$ cat src/rtl/hex_display_pkg.sv
`default_nettype none
// ============================================================================
// Module   : hex_display_pkg
// Purpose  : Shared definitions for the hex display controller.
//            - Seven-segment codes for hex digits 0..F, bit order gfedcba,
//              active-low (a lit segment is 0).
//            - The blank code (every segment off).
//            - A polarity helper that converts an active-low code to the
//              output level selected by the ACTIVE_LOW parameter.
//            - A width helper for counters and indices.
// Revision : 1.0 - initial release
// ============================================================================
package hex_display_pkg;

  // Entry k holds the code for hex digit k.
  localparam logic [15:0][6:0] SEG_CODES = {
    7'h0E, 7'h06, 7'h21, 7'h46, 7'h03, 7'h08, 7'h10, 7'h00,   // F..8
    7'h78, 7'h02, 7'h12, 7'h19, 7'h30, 7'h24, 7'h79, 7'h40    // 7..0
  };

  localparam logic [6:0] SEG_BLANK = 7'h7F;

  // Active-low code in, pin level out.
  function automatic logic [6:0] apply_pol(input logic [6:0] code_al,
                                           input logic       active_low);
    return active_low ? code_al : ~code_al;
  endfunction

  // Bits needed to hold the values 0..n-1; never less than 1.
  function automatic int cnt_width(input int n);
    return (n < 2) ? 1 : $clog2(n);
  endfunction

endpackage
`default_nettype wire

$ cat src/rtl/hex_seg_decode.sv
`default_nettype none
// ============================================================================
// Module   : hex_seg_decode
// Purpose  : Combinational nibble to seven-segment decoder, active-low
//            output. A set blank_i forces every segment off.
// Ports    : nibble_i [3:0] - hex digit to show
//            blank_i        - force a blank digit
//            seg_o    [6:0] - active-low segment code, gfedcba
// Revision : 1.0 - initial release
// ============================================================================
module hex_seg_decode
  import hex_display_pkg::*;
(
  input  logic [3:0] nibble_i,
  input  logic       blank_i,
  output logic [6:0] seg_o
);

  assign seg_o = blank_i ? SEG_BLANK : SEG_CODES[nibble_i];

endmodule
`default_nettype wire

$ cat src/rtl/hex_display_ctrl.sv
`default_nettype none
// ============================================================================
// Module   : hex_display_ctrl
// Purpose  : Shows the most recently received UART bytes as a rolling hex
//            history on a seven-segment display. The display is driven two
//            ways at once: a parallel bus carrying every digit, and a
//            time-multiplexed scan (common segment bus plus one-hot digit
//            enable). Also provides leading-zero blanking, a receive-activity
//            decimal point on digit 0 and a synchronous clear.
// Ports    : clk, rst_n            - clock, asynchronous active-low reset
//            rx_data [7:0]         - received byte
//            rx_valid              - one-cycle strobe qualifying rx_data
//            clear                 - synchronous clear of history/activity
//            blank_lz              - enable leading-zero blanking
//            seg_par [7*N-1:0]     - parallel segments, digit i at [7i+6:7i]
//            seg_mux [6:0]         - scanned segment bus
//            dp_mux                - scanned decimal point
//            dig_en  [N-1:0]       - one-hot scanned digit enable
//            activity              - high while the activity hold runs
// Revision : 1.0 - initial release
// ============================================================================
module hex_display_ctrl
  import hex_display_pkg::*;
#(
  parameter int NUM_DIGITS  = 4,
  parameter int SCAN_DIV    = 50000,
  parameter int HOLD_CYCLES = 5000000,
  parameter bit ACTIVE_LOW  = 1'b1
) (
  input  logic                    clk,
  input  logic                    rst_n,
  input  logic [7:0]              rx_data,
  input  logic                    rx_valid,
  input  logic                    clear,
  input  logic                    blank_lz,
  output logic [7*NUM_DIGITS-1:0] seg_par,
  output logic [6:0]              seg_mux,
  output logic                    dp_mux,
  output logic [NUM_DIGITS-1:0]   dig_en,
  output logic                    activity
);

  localparam int DW    = 4 * NUM_DIGITS;
  localparam int DIV_W = cnt_width(SCAN_DIV);
  localparam int ACT_W = cnt_width(HOLD_CYCLES + 1);
  localparam int IDX_W = cnt_width(NUM_DIGITS);

  localparam logic [DIV_W-1:0] c_div_last = DIV_W'(SCAN_DIV - 1);
  localparam logic [IDX_W-1:0] c_idx_last = IDX_W'(NUM_DIGITS - 1);
  localparam logic [ACT_W-1:0] c_hold     = ACT_W'(HOLD_CYCLES);

  logic [DW-1:0]    disp_q,    disp_d;
  logic [ACT_W-1:0] act_q,     act_d;
  logic [DIV_W-1:0] div_q,     div_d;
  logic [IDX_W-1:0] idx_q,     idx_d;
  logic [6:0]       seg_mux_q, seg_mux_d;
  logic             dp_mux_q,  dp_mux_d;

  logic [3:0]            w_nib [NUM_DIGITS];
  logic [6:0]            w_seg_al [NUM_DIGITS];
  logic [NUM_DIGITS-1:0] w_blank;
  logic [NUM_DIGITS-1:0] w_en_onehot;
  logic [6:0]            w_scan_seg_al;
  logic                  w_gap;
  logic                  w_active;

  assign w_active = (act_q != '0);
  assign w_gap    = (div_q == '0);

  // Leading-zero run from the top digit down. Digit 0 always shows.
  always_comb begin
    logic lz;
    lz      = 1'b1;
    w_blank = '0;
    for (int i = NUM_DIGITS - 1; i >= 0; i--) begin
      lz         = lz && (w_nib[i] == 4'h0);
      w_blank[i] = blank_lz && (i != 0) && lz;
    end
  end

  // Parallel path: one decoder per digit.
  generate
    for (genvar gi = 0; gi < NUM_DIGITS; gi++) begin : g_digit
      assign w_nib[gi] = disp_q[4*gi +: 4];

      hex_seg_decode u_dec (
        .nibble_i (w_nib[gi]),
        .blank_i  (w_blank[gi]),
        .seg_o    (w_seg_al[gi])
      );

      assign seg_par[7*gi +: 7] = apply_pol(w_seg_al[gi], ACTIVE_LOW);
    end
  endgenerate

  // Scan path: one shared decoder addressed by the current slot.
  hex_seg_decode u_scan_dec (
    .nibble_i (w_nib[idx_q]),
    .blank_i  (w_blank[idx_q]),
    .seg_o    (w_scan_seg_al)
  );

  always_comb begin
    // History and activity; clear wins over a same-cycle byte.
    disp_d = disp_q;
    act_d  = act_q;
    if (clear) begin
      disp_d = '0;
      act_d  = '0;
    end else if (rx_valid) begin
      // The cast keeps the low DW bits, dropping the oldest byte.
      disp_d = DW'({disp_q, rx_data});
      act_d  = c_hold;
    end else if (w_active) begin
      act_d = act_q - 1'b1;
    end

    // Scan slot timing.
    div_d = div_q + 1'b1;
    idx_d = idx_q;
    if (div_q == c_div_last) begin
      div_d = '0;
      idx_d = (idx_q == c_idx_last) ? '0 : idx_q + 1'b1;
    end

    // Scan outputs settle during the gap cycle, while every digit is off.
    seg_mux_d = seg_mux_q;
    dp_mux_d  = dp_mux_q;
    if (w_gap) begin
      seg_mux_d = apply_pol(w_scan_seg_al, ACTIVE_LOW);
      dp_mux_d  = ((idx_q == '0) && w_active) ^ ACTIVE_LOW;
    end
  end

  always_ff @(posedge clk or negedge rst_n) begin
    if (!rst_n) begin
      disp_q    <= '0;
      act_q     <= '0;
      div_q     <= '0;
      idx_q     <= '0;
      seg_mux_q <= apply_pol(SEG_BLANK, ACTIVE_LOW);
      dp_mux_q  <= ACTIVE_LOW;
    end else begin
      disp_q    <= disp_d;
      act_q     <= act_d;
      div_q     <= div_d;
      idx_q     <= idx_d;
      seg_mux_q <= seg_mux_d;
      dp_mux_q  <= dp_mux_d;
    end
  end

  always_comb begin
    w_en_onehot = '0;
    if (!w_gap) w_en_onehot[idx_q] = 1'b1;
  end

  assign dig_en   = ACTIVE_LOW ? ~w_en_onehot : w_en_onehot;
  assign seg_mux  = seg_mux_q;
  assign dp_mux   = dp_mux_q;
  assign activity = w_active;

endmodule
`default_nettype wire
$ cat config.mk
export PLATFORM = sky130hd
export DESIGN_NAME = hex_display_ctrl
export DESIGN_NICKNAME = d
export VERILOG_FILES = /design/src/rtl/hex_display_pkg.sv /design/src/rtl/hex_seg_decode.sv /design/src/rtl/hex_display_ctrl.sv
export SDC_FILE = /design/constraint.sdc
export NUM_CORES = 1
export LEC_CHECK = 0
export ABC_AREA = 1
export BUFFER_PORTS_ARGS = -buffer_cell sky130_fd_sc_hd__buf_2
export CORE_MARGIN = 4
export CORE_UTILIZATION = 52
export CTS_BUF_LIST = sky130_fd_sc_hd__clkbuf_4
export CTS_CLUSTER_DIAMETER = 120
export CTS_CLUSTER_SIZE = 14
export DETAILED_ROUTE_END_ITERATION = 7
export PLACE_DENSITY = 0.72
export SLEW_MARGIN = 20
export SYNTH_ARGS = -nofsm -noshare
export SYNTH_HDL_FRONTEND = slang
export SYNTH_SLANG_ARGS = --single-unit
$ cat constraint.sdc
create_clock -name clk -period 2 [get_ports clk]
set_input_delay 0 -clock clk [delete_from_list [all_inputs] [get_ports clk]]
set_output_delay 0 -clock clk [all_outputs]
set_load 0.02 [all_outputs]
* Yosys cells after proc, flatten, opt, wreduce, memory -nomap -nowiden *
Memory sizes are Yosys's and may differ from the RTL's.
Cells that the tools add are included.

word-level totals
  word-level logic and storage cells = 66
  register bits = 65
  memory bits (read-only) = 560
  memories kept = 5
  input bits = 13
  output and inout port bits = 41

memories
  name              words  width  rd ports  clocked after Yosys merged registers in  write ports  line                  source
  (name not given)  16     7      1         0                                        0            hex_seg_decode.sv:19  assign seg_o = blank_i ? SEG_BLANK : SEG_CODES[nibble_i];
  (name not given)  16     7      1         0                                        0            hex_seg_decode.sv:19
  (name not given)  16     7      1         0                                        0            hex_seg_decode.sv:19
  (name not given)  16     7      1         0                                        0            hex_seg_decode.sv:19
  (name not given)  16     7      1         0                                        0            hex_seg_decode.sv:19

operators by class
  order comparisons = 8
  mux-type cells = 24
  bitwise gates (word level) = 3
  $add $sub $neg = 3
  reductions and logical operators = 15
  equal/unequal tests = 2

operator list
  cell                                                               number
  2-to-1 mux 23 bit                                                  3
  2-to-1 mux 7 bit                                                   9
  2-to-1 mux 16 bit                                                  3
  < comparator 4 x 5 -> 1 bit, second input constant                 5
  nonzero test 23 bit                                                1
  subtractor 23 x 1 -> 23 bit, second input constant                 1
  adder 16 x 1 -> 16 bit, second input constant                      1
  equality test 16 bit, second input constant                        1
  logical NOT 16 bit                                                 1
  logical NOT 4 bit                                                  3
  2-to-1 mux 4 bit                                                   3
  binary-select mux 4 bit (select 2 bit)                             1
  logical AND 1 bit                                                  7
  inverter 4 bit                                                     1
  greater-or-equal comparator 3 bit, second input constant           1
  < comparator 2 x 3 -> 1 bit, second input constant                 1
  inverter 2 -> 3 bit                                                1
  nonzero test 3 bit                                                 1
  adder 2 x 1 -> 2 bit, second input constant                        1
  binary-select mux 1 bit (select 2 bit)                             1
  demux 1 bit (select 2 bit)                                         1
  equality test 2 bit, second input constant                         1
  greater-or-equal comparator 2 x 1 -> 1 bit, second input constant  1
  logical NOT 2 bit                                                  1
  4 further kinds                                                    5

* Logic depth before layout (Yosys ltp) *
Gate-level depths: netlist of run 1.

  word-level depth = 7
  depth in mapped cells = 13
  gate-level depth less buffers = 12

* Hierarchy *
Synthesis of run 1 repeated with hierarchy kept, for this count alone.

second synthesis, totals
  cells, all modules = 737
  area total of the unflattened synthesis = 5,146.2 sq um

modules (own cells, without submodules)
  module            times used  cells an instance  area an instance (sq um)  seq. area each (sq um)
  hex_display_ctrl  1           482                3,676.0                   1,636.6
  hex_seg_decode    5           51                 294.0                     0.0

* Least setup slack after synthesis of run 1 *
Ideal clock, no wire load.

  kind = register to register
  start = reg idx_q[0]
  end = reg seg_mux_q[5], in the netlist seg_mux[5]
  required time = 1,933 ps
  clock period less this slack = 1,691 ps
  setup slack = 309 ps
  arrival time = 1,624 ps
  library setup time = 67 ps
  path buffers = 1
  stages on the path, launching flop included = 14
  cells stage by stage = dfrtp_1 > inv_1 > buf_2 > nand2_1 > nand3_1 > nand2_1 > inv_1 > ha_1 > nand3_1 > nand2_1 > nand2_1 > nand2_1 > nor2_1 > nor2_1

between the ends
  word-level cells in the longest chain between the ends = 7
  elaborated cells on any way between the ends = 9
  those cells by class = mux: 7; bitwise: 1; memory: 1

ends and longest elaborated chain
  element                                               line                     source
  from (decl)                                           hex_display_ctrl.sv:55   logic [IDX_W-1:0] idx_q, idx_d;
  from (signal assigned)                                hex_display_ctrl.sv:147  idx_q <= idx_d;
  inverter 2 -> 3 bit (not written as such)             hex_display_ctrl.sv:98   .nibble_i (w_nib[idx_q]),
  binary-select mux 4 bit (select 2 bit)                hex_display_ctrl.sv:98
  2-to-1 mux 4 bit (not written as such) (2 in series)  hex_display_ctrl.sv:98
  memory read (16 x 7 bit)                              --
  2-to-1 mux 7 bit (not written as such)                hex_seg_decode.sv:19
  2-to-1 mux 7 bit (*)                                  hex_seg_decode.sv:19
  to (signal assigned)                                  hex_display_ctrl.sv:141  seg_mux_q <= apply_pol(SEG_BLANK, ACTIVE_LOW);
  to (signal assigned)                                  hex_display_ctrl.sv:148  seg_mux_q <= seg_mux_d;
  to (decl)                                             hex_display_ctrl.sv:56   logic [6:0] seg_mux_q, seg_mux_d;

Mark *: on every way between the ends. The rest lies on a longest branch, timed or not. The select of a mux whose other input is x is not followed.
A chain may end at the register's enable or synchronous reset.

* Final worst setup path of run 1 *
  start = reg disp_q[14]
  end = out seg_par[15]

between the ends
  word-level cells in the longest chain between the ends = 4

ends and longest elaborated chain
  element                 line                     source
  from (decl)             hex_display_ctrl.sv:52   logic [DW-1:0] disp_q, disp_d;
  from (signal assigned)  hex_display_ctrl.sv:144  disp_q <= disp_d;
  logical NOT 4 bit       hex_display_ctrl.sv:76   lz = lz && (w_nib[i] == 4'h0);
  logical AND 1 bit       hex_display_ctrl.sv:76
  logical AND 1 bit       hex_display_ctrl.sv:77   w_blank[i] = blank_lz && (i != 0) && lz;
  2-to-1 mux 7 bit        hex_seg_decode.sv:19
  to (decl)               hex_display_ctrl.sv:36   output logic [7*NUM_DIGITS-1:0] seg_par,

Every way passes these cells.

==> results.md, run 1 <==
* Status: completed
* Critical path's largest stage delay at 0.53 ns
* Clock Tree Buf Depth at 2
* Post-synth top flop: dfrtp_1
* CTS HTree Levels at 3
* Combinational Power Share at 0.264
* Share of cells above drive strength 1 at 0.1850
* Highest clock rate at 0.5245 GHz
* Reg2Reg Setup Slack at 0.20 ns
* Netlist cell types at 40
* Cell leakage power at 2.846 nW
* Placed Cells at 850
* Yosys reg bits at 65
* DIE AREA at 10830 um^2
* Routed vias/inst at 5.562
* Clock transition at path regs at 0.12 ns
* Slowest CP cell: dfrtp_1
* Final Setup Violations at 0
* Post-synthesis instance total at 696
* DR vias at 4900
* Synth Cell Area at 4797 um^2
* Synthesized net count at 744
* Sequential Power Share at 0.436
* Ranking of synthesized cells by area: dfrtp_1 (30%), nand2_1 (13%), ha_1 (9.1%)
* Die width at 104.0 um
* Max-cap violations at 0
* Worst VDD drop at 0.3729 mV
* DP Wirelength at 9446 um
* Final Critical Period at 1.906 ns
* Skew-Pair Late Insertion Delay at 0.41 ns
* Clock power share at 0.299
* Synth top area share at 0.2973
* Synth Warn # at 0
* Worst Path Class, Setup: reg -> out
* Starting Density at 0.5421
* CP Capture Type: output port
* Vias in the first global route at 4737
* RD Place Congestion at 0.9341
* Antenna Nets Post-Route at 0
* Final nets at 817
* Global Route Usage Sum at 0.2400
* Die height at 104.0 um
* Starting DRT DRC Count at 332
* Ant diodes at 0
* Ordered list of cells on the worst path: nor2_2, nand2_4, nor2_4, inv_1, nand3_1, buf_2
* EDFF count, synth at 0
* Worst R2R Path Depth at 6
* Filler cell count at 821
* Drt pass-1 iters at 5
* Worst min path class: in -> reg
* Residual DRC at 0
* Area of the core at 8848 um^2
* Post-route insts no fill at 881
* Total gr overflow at 0
* Clock Sinks at 65
* Largest net degree at the start of global routing at 66
* Relative slew slack at 0.6420
* Max Fanout on Critical Path at 12
* Initial antenna violation count at 0
* Synth cell count leaders: nand2_1 (171), nor2_1 (91), inv_1 (84)
* Final wirelength at 12870 um
* First-pass GRT wire length at 21710 um
* Synth-to-Final Area Change at 16.59%
* Inserted Clock Buffers at 9
* Most frequent cell after synthesis: nand2_1
* Routed wire per std cell at 14.60 um
* Design Area, Final at 5593 um^2
* Yosys top cell by area: dfrtp_1
* Post-DP Area at 5192 um^2
* Critical path data required time at 2.00 ns
* CTS tree: done
* Min Hold Slack at 0.03177 ns
* Power density over the cells at 598.2 nW/um^2
* Post-synthesis sequential area ratio at 0.3412
* CTS Root Cell: clkbuf_4
* Clk_skew at 0.02072 ns
* Fin. Hold Viols at 0
* Hold path cells at 3
* Startpoint Class: flop
* # rows at 34
* Sw frac at 0.3467
* Fin crit share at 0.9532
* Avg Inst Size Synth at 6.892 um^2
* NetSw at 1.160 mW
* Actual slew at the worst max-slew pin at 0.5364 ns
* Pint at 2.186 mW
* Data arrival, critical path at 1.91 ns
* Fin. max-slew vios at 0
* Post-synth ARST share at 1.000
* Port bufs at 53
* IO Count at 54
-- state kept, by name, indices dropped and copies added (netlist names) --
signal,flops
dp_mux,1
disp_q,16
idx_q,2
act_q,23
div_q,16
seg_mux,7
-- per-layer routing --
metal  track usage  wire [um]
met3       0.03104        654
met4       0.09022        258
met5             0          0
met1        0.3049       5556
met2        0.4164       6396
-- cell usage in the layout, fill, tap and decap left out, types with 3 or more instances in the layout --
cell	count
o21ai_0	36
dfstp_2	8
buf_4	14
o2111ai_1	4
nor2_1	90
nand2_4	3
o211ai_1	3
clkbuf_4	9
buf_2	51
o22ai_1	10
nand3_2	4
nor2_2	5
o221ai_1	3
inv_2	14
dfrtp_1	48
xor2_1	3
nand4_1	13
a31oi_1	4
nand3_1	73
ha_1	32
xnor2_1	3
nand2_1	168
inv_1	75
dlygate4sd3_1	10
nand2_2	4
nor3_1	20
dfrtp_2	9
or2_2	3
a21oi_1	23
-- timing repair --
item	in CTS	in global routing
hold endpoints to repair	80	0
setup buffers	2	4
hold buffers	10	0
resized for setup	14	27
pin swaps	0	1
endpoints found under the setup margin	21	24
-- area by class of cell --
type / count / area [um^2] / share of cell area
Tap cell: 108 / 135.1 / 0.02416
Inverter: 91 / 346.6 / 0.06197
Sequential cell: 65 / 1648 / 0.2946
Multi-Input combinational cell: 526 / 2831 / 0.5063
Clock buffer: 9 / 67.56 / 0.01208
Timing Repair Buffer: 76 / 480.5 / 0.08591
Clock inverter: 6 / 83.83 / 0.01499
-- final timing paths --
check,from,end
hold / removal,rx_valid,act_q[19]
setup / recovery,disp_q[14],seg_par[15]
setup reg to reg,act_q[17],act_q[10]
min in group asynchronous,rst_n,disp_q[15]
max in group asynchronous,rst_n,seg_mux[1]
hold reg to reg,seg_mux[3],seg_mux[3]
-- critical path: cells and delay by family (launching register included) --
family	cells	cell delay [ns]
buffers and inverters	2	0.31
DFF	1	0.53
and+or+nand+nor	4	0.65
-- power by group through the flow --
stage                     Combinational (mW)  Clock (mW)  Sequential, mW
after CTS                              0.854        1.02            1.46
after detailed placement               0.824           0            1.48
after global routing                   0.982        1.09            1.47
final                                  0.884        1.00            1.46
after global placement                 0.812           0            1.48
after floorplan                        0.558           0            1.48
-- logic make-up after synthesis --
| logic type | share of synthesized area |
|---|---|
| xor+xnor | 0.01096 |
| simple gates | 0.3560 |
| buf+inv | 0.08581 |
| mux | 0.002087 |
| compound gates | 0.1127 |
| fa+ha+maj | 0.09129 |
| flops | 0.3412 |
-- through the flow --
stage / setup slack [ns] / total power, mW / setup TNS [ns] / util
3_5_place_dp: 0.1571 / 2.307 / 0 / 0.5868
3_3_place_gp: 0.2064 / 2.293 / 0 / 0.5868
5_1_grt: -0.001743 / 3.541 / -0.001743 / 0.6321
6_report: 0.09355 / 3.346 / 0 / 0.6321
4_1_cts: 0.001456 / 3.332 / 0 / 0.6202
2_1_floorplan: 0.3091 / 2.041 / 0 / -
No activity file was read; power rests on OpenSTA's default activity.
==> run 2, diff against run 1 <==
--- a/config.mk
+++ b/config.mk
@@ -5,7 +5,6 @@
 export SDC_FILE = /design/constraint.sdc
 export NUM_CORES = 1
 export LEC_CHECK = 0
-export ABC_AREA = 1
 export BUFFER_PORTS_ARGS = -buffer_cell sky130_fd_sc_hd__buf_2
 export CORE_MARGIN = 4
 export CORE_UTILIZATION = 52
==> results.md, run 2 <==
* Synth top area share at 0.3062 (was 0.2973)
* Largest net degree at the start of global routing at 42 (was 66)
* # rows at 34 (unchanged)
* Residual DRC at 0 (unchanged)
* Post-synth ARST share at 1.000 (unchanged)
* Total gr overflow at 0 (unchanged)
* Commonest non-fill, non-tap cells in the layout: buf_4 (79), nor2_1 (70), dfrtp_1 (55), buf_2 (31), buf_6 (28) (was nand2_1 (168), nor2_1 (90), inv_1 (75), nand3_1 (73), buf_2 (51))
* Status: complete, but fails checks (was completed)
* Reg-to-reg startpoint: disp_q[12] (was act_q[17])
* Data arrival, critical path at 2.13 ns (was 1.91 ns)
* Clock Tree Buf Depth at 2 (unchanged)
* Fin. max-slew vios at 0 (unchanged)
* Netlist cell types at 62 (was 40)
* Final Critical Period at 2.133 ns (was 1.906 ns)
* Synth-to-Final Area Change at 39.62% (was 16.59%)
* Routed vias/inst at 5.713 (was 5.562)
* Yosys top cell by area: dfrtp_1 (unchanged)
* Critical Path End: seg_par[13] (was seg_par[15])
* Fin Setup TNS at -1.441 ns (was 0 ns)
* Post-synth top flop: dfrtp_1 (unchanged)
* CTS Root Cell: clkbuf_4 (unchanged)
* Combinational Power Share at 0.330 (was 0.264)
* CP startpoint: disp_q[12] (was disp_q[14])
* Vias in the first global route at 4050 (was 4737)
* Skew-Pair Late Insertion Delay at 0.43 ns (was 0.41 ns)
* Startpoint Class: flop (unchanged)
* Starting Density at 0.5341 (was 0.5421)
* Biggest regs: act_q x23, disp_q x16, div_q x16 (unchanged)
* Worst Path Class, Setup: reg -> out (unchanged)
* Worst VDD drop at 0.3541 mV (was 0.3729 mV)
* Worst R2R End: seg_mux[3] (was act_q[10])
* Global Route Usage Sum at 0.2290 (was 0.2400)
* Ant diodes at 0 (unchanged)
* Routed wire per std cell at 17.71 um (was 14.60 um)
* Power density over the cells at 593.7 nW/um^2 (was 598.2 nW/um^2)
* Inserted Clock Buffers at 9 (unchanged)
* DR vias at 4319 (was 4900)
* Most frequent cell after synthesis: nor2_1 (was nand2_1)
* RD Place Congestion at 0.9081 (was 0.9341)
* Post-synthesis sequential area ratio at 0.3513 (was 0.3412)
* Fin. Hold Viols at 0 (unchanged)
* Placed Cells at 688 (was 850)
* Worst R2R Path Depth at 7 (was 6)
* Critical path's largest stage delay at 0.44 ns (was 0.53 ns)
* Initial antenna violation count at 0 (unchanged)
* Port bufs at 53 (unchanged)
* Die width at 102.6 um (was 104.0 um)
* Final wirelength at 13390 um (was 12870 um)
* CTS HTree Levels at 3 (unchanged)
* Yosys reg bits at 65 (unchanged)
* Total power draw at 3.861 mW (was 3.346 mW)
* Post-synthesis instance total at 509 (was 696)
* Starting DRT DRC Count at 270 (was 332)
* Final Setup Violations at 19 (was 0)
* Max Fanout on Critical Path at 7 (was 12)
* Unrepaired setup endpoints after global routing: true
* Worst min path class: in -> async (was in -> reg)
* Slowest CP cell: dfrtp_1 (unchanged)
* Failing checks: setup timing
* Sequential Power Share at 0.372 (was 0.436)
* Critical path data required time at 2.00 ns (about the same)
* Cell mode on critical path: buf_4
* Cell leakage power at 2.863 nW (was 2.846 nW)
* Most common cell after layout, fill and taps aside: buf_4 (was nand2_1)
* Worst path bufs/invs at 4 (was 2)
* CP Capture Type: output port (unchanged)
* Final nets at 691 (was 817)
* Post-route insts no fill at 756 (was 881)
* Critical Path Stages at 9 (was 6)
* Clk_skew at 0.02276 ns (was 0.02072 ns)
* Fin crit share at 1.067 (was 0.9532)
* Synth cell count leaders: nor2_1 (70), dfrtp_1 (57), ha_1 (35) (was nand2_1 (171), nor2_1 (91), inv_1 (84))
* NetSw at 1.245 mW (was 1.160 mW)
* IO Count at 54 (unchanged)
* Setup ws final at -0.1333 ns (was 0.09355 ns)
* CTS tree: done (unchanged)
* Reg2Reg Setup Slack at -0.07 ns (was 0.20 ns)
* Area of the core at 8721 um^2 (was 8848 um^2)
* Most flop-heavy register: act_q (unchanged)
* Avg Inst Size Synth at 9.152 um^2 (was 6.892 um^2)
* Post-DP Area at 5286 um^2 (was 5192 um^2)
* Pint at 2.617 mW (was 2.186 mW)
* Clock power share at 0.297 (was 0.299)
* Flip-flop count of the largest register after layout at 23 (unchanged)
* Sw frac at 0.3224 (was 0.3467)
* Design Area, Final at 6504 um^2 (was 5593 um^2)
* Ranking of synthesized cells by area: dfrtp_1 (31%), ha_1 (9.4%), nor2_1 (5.6%) (was dfrtp_1 (30%), nand2_1 (13%), ha_1 (9.1%))
* Drt pass-1 iters at 4 (was 5)
* Relative slew slack at 0.6007 (was 0.6420)
* EDFF count, synth at 0 (unchanged)
* Clock Sinks at 65 (unchanged)
* Synthesized net count at 557 (was 744)
* Share of cells above drive strength 1 at 0.3981 (was 0.1850)
* Die height at 102.6 um (was 104.0 um)
* Crit path max-delay family: buffers and inverters (was simple AND/OR/NAND/NOR gates)
* Highest clock rate at 0.4688 GHz (was 0.5245 GHz)
* Synth Cell Area at 4658 um^2 (was 4797 um^2)
* Max-cap violations at 0 (unchanged)
* Actual slew at the worst max-slew pin at 0.5990 ns (was 0.5364 ns)
* First-pass GRT wire length at 19090 um (was 21710 um)
* Clock transition at path regs at 0.12 ns (about the same)
* DIE AREA at 10540 um^2 (was 10830 um^2)
* Ordered list of cells on the worst path: inv_2, ha_4, nand2_4, nor3_4, buf_4, nand3_2, buf_6, o211ai_1, buf_4 (was nor2_2, nand2_4, nor2_4, inv_1, nand3_1, buf_2)
* Synth Warn # at 0 (unchanged)
* Antenna Nets Post-Route at 0 (unchanged)
* DP Wirelength at 8146 um (was 9446 um)
## run 2: what timing repair did
action / in CTS / in global routing
endpoints found under the setup margin: 23 / 41
gates resized for setup: 56 / 93
setup buffers: 18 / 23
pin swaps: 9 / 24
hold buffers: 11 / 0
endpoints found under the hold margin: 36 / 0
## run 2: cells by family after synthesis
kind of cell,after synthesis,synth area share
AO/OA/AOI/OAI,88,0.1244
XOR/XNOR,35,0.06581
adder cells (fa/ha/maj),35,0.09401
buffers and inverters,56,0.05050
flip-flops,65,0.3513
multiplexers,36,0.09750
AND/OR/NAND/NOR,194,0.2165
## run 2: area by class of cell
cell class	count	area [um^2]
timing repair buffer	151	1214
inverter	28	112.6
sequential	65	1639
clock buffer	10	75.07
clock inverter	6	106.4
multi-input combinational	388	3222
fill	551	2217
tap	108	135.1
## run 2: how the worst min path moves through the flow
stage	slack, ns	depth (start not counted)	end	start
finish	0.10	2	act_q[22]	rst_n
detailed placement	0.04	1	act_q[17]	rst_n
CTS	0.11	2	act_q[10]	rst_n
global placement	0.02	1	act_q[17]	rst_n
floorplan	-0.30	0	act_q[0]	rst_n
global route	0.14	2	act_q[22]	rst_n
## run 2: per-layer routing
metal	part of all wire	GRT usage	vias to the layer above
met1	0.42	0.2900	2126
li1	-	-	2054
met4	0.024	0.06559	0
met5	0	0	-
met2	0.52	0.4017	112
met3	0.043	0.03992	27
## run 2: per-stage QoR
step	hold WS, ns	setup slack, ns	utilization
floorplan	-0.2956	0.02653	-
global placement	0.02163	0.07292	0.6062
detailed placement	0.03721	0.03256	0.6062
CTS	0.1138	-0.1659	0.6789
global route	0.1391	-0.2166	0.7458
finish	0.1002	-0.1333	0.7458
## run 2: power groups by stage
stage	clock (mW)	sequential, mW	combinational, mW
finish	1.15	1.44	1.28
global route	1.23	1.44	1.37
CTS	1.15	1.43	1.04
detailed placement	0	1.46	0.931
global placement	0	1.45	0.914
floorplan	0	1.47	0.612
==> run 3, diff against run 2 <==
--- a/config.mk
+++ b/config.mk
@@ -6,9 +6,10 @@
 export NUM_CORES = 1
 export LEC_CHECK = 0
 export BUFFER_PORTS_ARGS = -buffer_cell sky130_fd_sc_hd__buf_2
+export CORE_ASPECT_RATIO = 1.4
 export CORE_MARGIN = 4
 export CORE_UTILIZATION = 52
-export CTS_BUF_LIST = sky130_fd_sc_hd__clkbuf_4
+export CTS_BUF_LIST = sky130_fd_sc_hd__clkbuf_16
 export CTS_CLUSTER_DIAMETER = 120
 export CTS_CLUSTER_SIZE = 14
 export DETAILED_ROUTE_END_ITERATION = 7
==> results.md, run 3 (same netlist as run 2, synthesis figures left out) <==
* Die height at 120.0 um (was 102.6 um)
* Inserted Clock Buffers at 9 (unchanged)
* Largest net degree at the start of global routing at 66 (was 42)
* Routed vias/inst at 5.739 (was 5.713)
* Worst VDD drop at 0.5132 mV (was 0.3541 mV)
* CTS Root Cell: clkbuf_16 (was clkbuf_4)
* Clock transition at path regs at 0.06 ns (was 0.12 ns)
* Sequential Power Share at 0.359 (was 0.372)
* Most flop-heavy register: act_q (unchanged)
* Power density over the cells at 671.2 nW/um^2 (was 593.7 nW/um^2)
* Clock power share at 0.384 (was 0.297)
* Pint at 2.793 mW (was 2.617 mW)
* Fin crit share at 0.9895 (was 1.067)
* Initial antenna violation count at 0 (unchanged)
* Global Route Usage Sum at 0.2277 (was 0.2290)
* Fin. max-slew vios at 0 (unchanged)
* Worst Path Class, Setup: reg -> out (unchanged)
* Placed Cells at 686 (was 688)
* Clock Tree Buf Depth at 2 (unchanged)
* Actual slew at the worst max-slew pin at 0.6021 ns (was 0.5990 ns)
* Area of the multi-input gates at 2932 um^2 (was 3222 um^2)
* Die width at 87.99 um (was 102.6 um)
* CP Capture Type: output port (unchanged)
* Starting Density at 0.5380 (was 0.5341)
* Synth-to-Final Area Change at 28.63% (was 39.62%)
* Commonest non-fill, non-tap cells in the layout: nor2_1 (70), buf_4 (59), dfrtp_1 (53), buf_2 (44) (was buf_4 (79), nor2_1 (70), dfrtp_1 (55), buf_2 (31), buf_6 (28))
* IO Count at 54 (unchanged)
* Fin Setup TNS at 0 ns (was -1.441 ns)
* DR vias at 4161 (was 4319)
* Final Critical Period at 1.979 ns (was 2.133 ns)
* Final nets at 663 (was 691)
* Relative slew slack at 0.5976 (was 0.6007)
* Antenna Nets Post-Route at 0 (unchanged)
* CTS tree: done (unchanged)
* Highest clock rate at 0.5053 GHz (was 0.4688 GHz)
* Skew-Pair Late Insertion Delay at 0.33 ns (was 0.43 ns)
* Flip-flop count of the largest register after layout at 23 (unchanged)
* Clk_skew at 0.005682 ns (was 0.02276 ns)
* Routed wire per std cell at 15.91 um (was 17.71 um)
* Total gr overflow at 0 (unchanged)
* Vias in the first global route at 4128 (was 4050)
* Critical path data required time at 2.00 ns (about the same)
* DIE AREA at 10560 um^2 (was 10540 um^2)
* Startpoint Class: flop (unchanged)
* Area of the core at 8658 um^2 (was 8721 um^2)
* Ant diodes at 0 (unchanged)
* Max Fanout on Critical Path at 5 (was 7)
* Data arrival, critical path at 1.98 ns (was 2.13 ns)
* Final Setup Violations at 0 (was 19)
* RD Place Congestion at 0.9340 (was 0.9081)
* Residual DRC at 0 (unchanged)
* Final wirelength at 11540 um (was 13390 um)
* Worst min path class: in -> async (unchanged)
* Clock Sinks at 65 (unchanged)
* # rows at 40 (was 34)
* Sw frac at 0.3056 (was 0.3224)
* NetSw at 1.229 mW (was 1.245 mW)
* Combinational Power Share at 0.257 (was 0.330)
* Starting DRT DRC Count at 187 (was 270)
* Cell leakage power at 2.682 nW (was 2.863 nW)
* DP Wirelength at 8285 um (was 8146 um)
* First-pass GRT wire length at 19160 um (was 19090 um)
* Fin. Hold Viols at 0 (unchanged)
* Max-cap violations at 0 (unchanged)
* Most common cell after layout, fill and taps aside: nor2_1 (was buf_4)
* CTS HTree Levels at 3 (unchanged)
* Storage element area at 1642 um^2 (was 1639 um^2)
* Drt pass-1 iters at 4 (unchanged)
* Port bufs at 53 (unchanged)
* Unrepaired setup endpoints after global routing: true (unchanged)
* Post-route insts no fill at 725 (was 756)
* Share of cells above drive strength 1 at 0.3194 (was 0.3981)
* Filler cell count at 667 (was 551)
* Status: completed (was complete, but fails checks)
* Biggest regs: act_q x23, disp_q x16, div_q x16 (unchanged)
run 3: changes by cell type in the layout (fill, tap and decap cells not counted), moves of 3 or more:
| cell | change |
|---|---|
| buf_6 | -20 |
| inv_1 | +4 |
| clkbuf_16 | +9 |
| o21ai_2 | -4 |
| buf_2 | +13 |
| buf_4 | -20 |
| ha_4 | -14 |
| nand2_1 | +3 |
| inv_2 | -3 |
| clkbuf_4 | -10 |
| ha_1 | +12 |
| o21ai_0 | +3 |
run 3: repair_timing:
item | CTS | global route
pin swaps | 2 | 6
hold buffers | 10 | 1
resized for setup | 30 | 29
endpoints found under the setup margin | 16 | 26
buffers inserted | 5 | 7
hold endpoints to repair | 74 | 1
run 3: critical path: stages (launching register included):
cell      delay (ns)
dfrtp_1         0.37
or4_4           0.56
nor4_4          0.16
and3_4          0.23
buf_6           0.10
nand2b_4        0.12
buf_6           0.11
run 3: final cells by class:
class / instances / area share
clock buffer: 9 / 0.03759
tap: 105 / 0.02193
multi-input combinational: 388 / 0.4892
timing repair buffer: 123 / 0.1474
sequential: 65 / 0.2740
inverter: 28 / 0.01796
clock inverter: 7 / 0.01190
run 3: path summary, 6_finish.rpt:
check	end	depth (start not counted)	slack, ns	startpoint
hold / removal	act_q[18]	3	0.21	rst_n
setup reg to reg	seg_mux[4]	6	0.06	disp_q[8]
max in group asynchronous	seg_mux[2]	3	1.47	rst_n
min in group clk	seg_mux[1]	5	0.38	blank_lz
hold reg to reg	dp_mux	2	0.51	dp_mux
setup / recovery	dig_en[3]	6	0.02	div_q[10]
run 3: routing by layer:
metal  vias up  global-route usage  wire length, um
met5         -                   0                0
li1       2001                   -                -
met1      2039              0.2621             4704
met2        98              0.4038             6159
met3        23             0.04396              377
met4         0             0.09213              295
run 3: per-stage QoR:
stage / area, um^2 / hold WS (ns) / power [mW] / worst slack (ns) / util
floorplan: 4659 / -0.2956 / 2.078 / 0.02653 / -
global placement: 5290 / 0.03931 / 2.381 / 0.1028 / 0.6110
detailed placement: 5290 / 0.04508 / 2.406 / 0.07112 / 0.6110
CTS: 5834 / 0.02260 / 3.995 / 0.0005382 / 0.6738
global route: 5992 / 0.2452 / 4.217 / -0.06530 / 0.6921
finish: 5992 / 0.2104 / 4.022 / 0.02104 / 0.6921
run 3: power groups by stage:
stage / sequential (mW) / combinational [mW] / clock [mW]
final: 1.44 / 1.03 / 1.54
after CTS: 1.44 / 0.982 / 1.57
after global placement: 1.46 / 0.921 / 0
after detailed placement: 1.46 / 0.943 / 0
after global routing: 1.45 / 1.13 / 1.64
after floorplan: 1.47 / 0.612 / 0
